**src/rtl/iot_ser_pkg.sv**
```systemverilog
// iot_ser_pkg: shared types, constants and CRC-8 helper for the IOT result serializer.
package iot_ser_pkg;

    typedef enum logic [1:0] {
        IDLE = 2'd0,
        LOAD = 2'd1,
        SEND = 2'd2,
        CRC  = 2'd3
    } ser_state_t;

    localparam int BYTES_PER_WORD = 16;
    localparam logic [7:0] CRC8_POLY = 8'h07;
    localparam logic [7:0] CRC8_INIT = 8'h00;

    // One byte of MSB-first CRC-8, no reflection.
    function automatic logic [7:0] crc8_update(input logic [7:0] crc, input logic [7:0] data);
        logic [7:0] c;
        c = crc ^ data;
        for (int i = 0; i < 8; i++)
            c = c[7] ? ((c << 1) ^ CRC8_POLY) : (c << 1);
        return c;
    endfunction

endpackage

```
**src/rtl/iot_ser_fifo.sv**
```systemverilog
// iot_ser_fifo: result-word FIFO; a push while full is dropped (even with a pop) and sets sticky overflow.
module iot_ser_fifo
    import iot_ser_pkg::*;
#(
    parameter int DEPTH = 4,
    parameter int WIDTH = 128
) (
    input  logic                     clk,
    input  logic                     rst,
    input  logic                     i_push,
    input  logic [WIDTH-1:0]         i_data,
    input  logic                     i_pop,
    output logic [WIDTH-1:0]         o_data,
    output logic [$clog2(DEPTH):0]   o_level,
    output logic                     o_overflow
);

    localparam int AW = $clog2(DEPTH);

    logic [WIDTH-1:0] r_mem [DEPTH];
    logic [AW-1:0]    r_wr;
    logic [AW-1:0]    r_rd;
    logic [AW:0]      r_level;
    logic             r_overflow;
    logic             w_full;
    logic             w_do_push;
    logic             w_do_pop;

    assign w_full     = r_level == (AW+1)'(DEPTH);
    assign w_do_push  = i_push && !w_full;
    assign w_do_pop   = i_pop && (r_level != '0);
    assign o_data     = r_mem[r_rd];
    assign o_level    = r_level;
    assign o_overflow = r_overflow;

    always_ff @(posedge clk) begin
        if (w_do_push)
            r_mem[r_wr] <= i_data;
    end

    // Pointers are AW bits wide, so they wrap modulo DEPTH on their own.
    always_ff @(posedge clk) begin
        if (rst) begin
            r_wr       <= '0;
            r_rd       <= '0;
            r_level    <= '0;
            r_overflow <= 1'b0;
        end else begin
            r_wr       <= w_do_push ? r_wr + 1'b1 : r_wr;
            r_rd       <= w_do_pop ? r_rd + 1'b1 : r_rd;
            r_level    <= r_level + (AW+1)'(w_do_push) - (AW+1)'(w_do_pop);
            r_overflow <= r_overflow || (i_push && w_full);
        end
    end

endmodule

```
**src/rtl/iot_out_serializer.sv**
```systemverilog
// iot_out_serializer: buffers 128-bit result words and streams each as an MSB-first byte frame.
// Define IOT_SER_CRC8_EN to append a CRC-8 (poly 0x07) byte to every frame.
module iot_out_serializer
    import iot_ser_pkg::*;
#(
    parameter int DEPTH = 4
) (
    input  logic                   clk,
    input  logic                   rst,
    input  logic                   in_valid,
    input  logic [127:0]           in_data,
    output logic                   out_valid,
    input  logic                   out_ready,
    output logic [7:0]             out_data,
    output logic                   out_last,
    output logic [$clog2(DEPTH):0] level,
    output logic                   overflow
);

    ser_state_t   r_state;
    ser_state_t   w_next;
    logic [127:0] r_shift;
    logic [3:0]   r_cnt;
    logic [127:0] w_head;
    logic         w_fire;
    logic         w_pop;
    logic         w_last_data;
`ifdef IOT_SER_CRC8_EN
    logic [7:0]   r_crc;
    localparam ser_state_t FRAME_TAIL = CRC;
`else
    localparam ser_state_t FRAME_TAIL = IDLE;
`endif

    assign w_fire      = out_valid && out_ready;
    assign w_pop       = r_state == LOAD;
    assign w_last_data = r_cnt == 4'(BYTES_PER_WORD - 1);

    iot_ser_fifo #(.DEPTH(DEPTH), .WIDTH(128)) u_fifo (
        .clk        (clk),
        .rst        (rst),
        .i_push     (in_valid),
        .i_data     (in_data),
        .i_pop      (w_pop),
        .o_data     (w_head),
        .o_level    (level),
        .o_overflow (overflow)
    );

    always_ff @(posedge clk) begin
        if (rst)
            r_state <= IDLE;
        else
            r_state <= w_next;
    end

    always_comb begin
        w_next = r_state;
        case (r_state)
            IDLE: w_next = (level != '0) ? LOAD : IDLE;
            LOAD: w_next = SEND;
            SEND: w_next = (w_fire && w_last_data) ? FRAME_TAIL : SEND;
`ifdef IOT_SER_CRC8_EN
            CRC:  w_next = w_fire ? IDLE : CRC;
`else
            default: w_next = IDLE;
`endif
        endcase
    end

    always_comb begin
`ifdef IOT_SER_CRC8_EN
        out_valid = (r_state == SEND) || (r_state == CRC);
        out_data  = (r_state == CRC) ? r_crc : r_shift[127:120];
        out_last  = r_state == CRC;
`else
        out_valid = r_state == SEND;
        out_data  = r_shift[127:120];
        out_last  = (r_state == SEND) && w_last_data;
`endif
    end

    // The shift register only advances on an accepted byte, keeping out_data steady under backpressure.
    always_ff @(posedge clk) begin
        if (rst) begin
            r_shift <= '0;
            r_cnt   <= '0;
`ifdef IOT_SER_CRC8_EN
            r_crc   <= CRC8_INIT;
`endif
        end else if (r_state == LOAD) begin
            r_shift <= w_head;
            r_cnt   <= '0;
`ifdef IOT_SER_CRC8_EN
            r_crc   <= CRC8_INIT;
`endif
        end else if (r_state == SEND && w_fire) begin
            r_shift <= {r_shift[119:0], 8'h00};
            r_cnt   <= r_cnt + 4'd1;
`ifdef IOT_SER_CRC8_EN
            r_crc   <= crc8_update(r_crc, r_shift[127:120]);
`endif
        end
    end

endmodule

```
**config.mk**
```make
export PLATFORM = sky130hd
export DESIGN_NAME = iot_out_serializer
export DESIGN_NICKNAME = d
export VERILOG_FILES = /design/src/rtl/iot_ser_pkg.sv /design/src/rtl/iot_ser_fifo.sv /design/src/rtl/iot_out_serializer.sv
export SDC_FILE = /design/constraint.sdc
export NUM_CORES = 1
export LEC_CHECK = 0
export BUFFER_PORTS_ARGS = -buffer_cell sky130_fd_sc_hd__buf_2
export CORE_MARGIN = 2
export CORE_UTILIZATION = 55
export CTS_CLUSTER_SIZE = 25
export DETAILED_ROUTE_END_ITERATION = 16
export PLACE_DENSITY = 0.76
export SLEW_MARGIN = 5
export SYNTH_ARGS = -nofsm -noshare
export SYNTH_HDL_FRONTEND = slang
export SYNTH_SLANG_ARGS = --single-unit
```
**constraint.sdc**
```tcl
create_clock -name clk -period 3.9 [get_ports clk]
set_clock_uncertainty 0.2 [all_clocks]
set_input_delay 0.39 -clock clk [delete_from_list [all_inputs] [get_ports clk]]
set_output_delay 0.39 -clock clk [all_outputs]
set_load 0.05 [all_outputs]
```
==> impl_metrics.env <==
export IMPL_post_cts_resized=0
export IMPL_p_switching_mw=4.87
export IMPL_clkPwrFrac_pct=33.0
export IMPL_fp_dieH_um=219
export IMPL_grt_pass1_wl_um=88200
export IMPL_dp_hpwl_um=32000
export IMPL_p_sw_share_pct=27.3
export IMPL_seq_area_um2=18300
export IMPL_synth_edff_count=512
export IMPL_worstPathArrival_ns=2.48
export IMPL_multiInputGateArea_um2=6610
export IMPL_drive_above_1_share_pct=16.1
export IMPL_met2WireLength_um=28100
export IMPL_ctsRootBufferMaster="clkbuf_16"
export IMPL_worst_pin_slew_ns=0.969
export IMPL_die_area_um2=48100
export IMPL_vias=15600
export IMPL_cts_htree_levels=2
export IMPL_syn_inst=1625
export IMPL_avgSynthCellArea_um2=15.7
export IMPL_cp_required_ns=3.31
export IMPL_synth_area_um2=25500
export IMPL_path_clk_slew_ns=0.06
export IMPL_io_buffers=145
export IMPL_syn_nets=1765
export IMPL_num_rows=78
export IMPL_path_max_fanout=46
export IMPL_seq_power_share_pct=51.0
export IMPL_io_pins=146
export IMPL_totalWireLength_um=57500
export IMPL_synth_distinct_cells=44
export IMPL_ys_warn_count=0
export IMPL_cts_sinks=656
export IMPL_detail_route_antenna_nets=0
export IMPL_highest_layer="met5"
export IMPL_max_freq_mhz=326
export IMPL_hp_class="in -> reg"
export IMPL_start_kind="flop"
export IMPL_finalSetupViolCount=0
export IMPL_p_leak_nw=9.41
export IMPL_grtUsageTotal_pct=23.8
export IMPL_coreArea_um2=45600
export IMPL_clock_latency_ns=0.61
export IMPL_grt_start_max_net_pins=129
export IMPL_min_path_cells=3
export IMPL_drt_first_pass_iters=7
export IMPL_numCtsBuffers=61
export IMPL_endpoint_kind="primary output"
export IMPL_die_x_um=219
export IMPL_r2r_slack_ns=1.35
export IMPL_worstSetupPathType="reg -> out"
export IMPL_antenna_found_initial=7
export IMPL_p_int_mw=13.0
export IMPL_grt_pass1_vias=15600
export IMPL_ys_seq_area_share_pct=71.7
export IMPL_power_density_nw_per_um2=593
export IMPL_via_per_inst=6.21
export IMPL_hold_viol_final=0
export IMPL_hp_start="out_ready"
export IMPL_finalMaxSlewViolations=0
export IMPL_fin_tns_setup_ns=0
export IMPL_met1_length_um=23700
export IMPL_synthFlopType="edfxtp_1"
export IMPL_nFillCells=3014
export IMPL_postSynth_asyncResetShare_pct=0
export IMPL_rr_worst_depth=4
export IMPL_relSlewSlack_pct=35.4
export IMPL_ys_ff_latch=656
export IMPL_cts_tree="built"
export IMPL_min_period_ns=3.07
export IMPL_peakVddDrop_v=0.000434
export IMPL_maxCapViolations=0
export IMPL_outcome="finished clean"
export IMPL_rsz0062_at_grt="no"
export IMPL_area_growth_pct=18.1
export IMPL_dr_wl_met3_um=4340
export IMPL_timing_rr_start="r_state[1]"
export IMPL_grt_overflow=0
export IMPL_initial_utilization_pct=55.9
export IMPL_hold_path_endpoint="r_shift[85]"
export IMPL_drc=0
export IMPL_gp_congestion=0.804
export IMPL_wl_per_cell_um=22.9
export IMPL_nets=1997
export IMPL_comb_power_share_pct=16.0
export IMPL_fin_crit_sh_pct=78.7
export IMPL_setup_ws_ns=0.831
export IMPL_drtIter0Drc=1520
export IMPL_cts_path_max_buffers=3
export IMPL_r2r_end="r_shift[69]"
export IMPL_p_total_mw=17.8
export IMPL_place_ws_ns=1.32
[layout make-up]
| type | count | share of cell area (%) |
|---|---|---|
| clock buffer | 87 | 5.88 |
| sequential | 656 | 60.7 |
| timing repair buffer | 307 | 8.03 |
| antenna | 4 | 0.0333 |
| clock inverter | 29 | 0.798 |
| inverter | 9 | 0.112 |
| tap | 600 | 2.49 |
| multi-input combinational | 822 | 22.0 |
[cells in the mapped netlist (all sizes together), types with 2 or more instances]
library cell,number,area [um2]
a222oi,10,100
o22a,109,955
a31oi,120,751
or3b,2,17.5
a32oi,100,876
nand2b,3,18.8
nand3b,13,97.6
clkbuf,78,293
and3b,3,26.3
o21ai,6,30.0
and4,2,17.5
mux4,8,180
buf,60,325
nand3,13,65.1
nor2,13,48.8
xnor2,2,17.5
nand4b,10,87.6
dfxtp,144,2880
a21oi,12,60.1
and2,5,31.3
mux2,22,248
nor3b,3,22.5
inv,9,33.8
mux2i,226,2260
edfxtp,512,15400
and3,4,25.0
nand2,114,428
nor2b,4,25.0
ha,7,87.6
[metrics by stage]
stage                     area, um2  utilization, %  instances  hold slack, ns
final                         30100            66.0       2514           0.101
after global routing          30100            66.0       2513          0.0921
after CTS                     30100            66.0       2510          0.0623
after detailed placement      26800            58.8       2265           0.258
after global placement        26800            58.8       2265           0.255
after floorplan               25500               -       1625           0.247
[cell families (layout without fill, tap and decap cells)]
logic type	count (synthesis)	in the layout	share of synthesized area [%]
flops	656	656	71.7
compound gates	361	361	11.0
mux	256	256	10.6
simple gates	195	195	3.74
buf+inv	147	432	2.56
fa+ha+maj	8	8	0.422
xor+xnor	2	2	0.0688
other cells	0	4	0
[power by group through the flow]
stage | logic [mW] | clock network [mW] | registers, mW
after floorplan | 1.93 | 0 | 9.01
after detailed placement | 2.72 | 0 | 9.21
after global routing | 3.07 | 6.23 | 9.16
after global placement | 2.66 | 0 | 9.16
after CTS | 2.86 | 5.95 | 9.07
final | 2.86 | 5.88 | 9.10
[sequential cells by signal, summed over array words and instances (netlist names), named ones only]
signal	cells
u_fifo.r_rd	2
u_fifo.r_wr	2
u_fifo.r_mem	512
u_fifo.o_level	3
r_shift	128
r_state	2
u_fifo.o_overflow	1
r_cnt	4
[worst max-delay path, cell delays in order (launching register included)]
cell and delay (ns):
dfxtp_4 0.47, buf_4 0.47, nor2b_1 0.30, and4_1 0.31
buf_2 0.30
[metal layers]
metal	GRT usage, %	up-vias
met3	4.45	100
met4	7.32	6
li1	-	6996
met1	32.3	7829
met5	0	-
met2	39.4	674
[how the worst max path moves through the flow]
stage / slack (ns) / cells past startpoint / end / startpoint
final: 0.83 / 4 / out_last / r_state[1]
after global routing: 0.75 / 4 / out_last / r_state[1]
after CTS: 0.84 / 4 / out_last / r_state[1]
after detailed placement: 1.32 / 5 / r_shift[42] / out_ready
after global placement: 1.45 / 5 / r_shift[44] / out_ready
after floorplan: 0.70 / 2 / u_fifo.r_mem[3][0] / u_fifo.o_level[1]
[layout by cell type, fill, tap and decap left out, types with 3 or more instances in the layout]
master | Yosys | final
nand4b_1 | 10 | 10
and2_1 | 5 | 4
nand2_1 | 114 | 114
buf_12 | 0 | 12
dfxtp_1 | 144 | 142
a21oi_1 | 12 | 11
nand2b_1 | 3 | 3
mux4_2 | 8 | 8
inv_1 | 9 | 9
nor2_1 | 13 | 13
clkbuf_1 | 78 | 16
nor3b_1 | 3 | 3
and3b_1 | 3 | 3
clkinv_1 | 0 | 12
a31oi_1 | 120 | 120
a32oi_1 | 100 | 100
mux2i_1 | 226 | 226
ha_1 | 7 | 7
clkbuf_8 | 0 | 6
buf_2 | 35 | 144
clkbuf_16 | 0 | 65
clkinv_2 | 0 | 10
mux2_2 | 22 | 22
o21ai_0 | 6 | 6
diode_2 | 0 | 4
a222oi_1 | 10 | 10
and3_4 | 0 | 4
o22a_1 | 109 | 109
edfxtp_1 | 512 | 512
nand3b_1 | 13 | 13
buf_4 | 9 | 22
bufinv_16 | 0 | 4
dlygate4sd3_1 | 0 | 129
nand3_1 | 13 | 13
nor2b_1 | 4 | 3
[what timing repair did]
item | 4_1_cts | 5_1_grt
buffers inserted | 0 | 0
endpoints found under the hold margin | 515 | 0
hold buffers | 129 | 0
setup endpoints to repair | 0 | 0
Note: power is estimated with default switching activity, not from simulation.
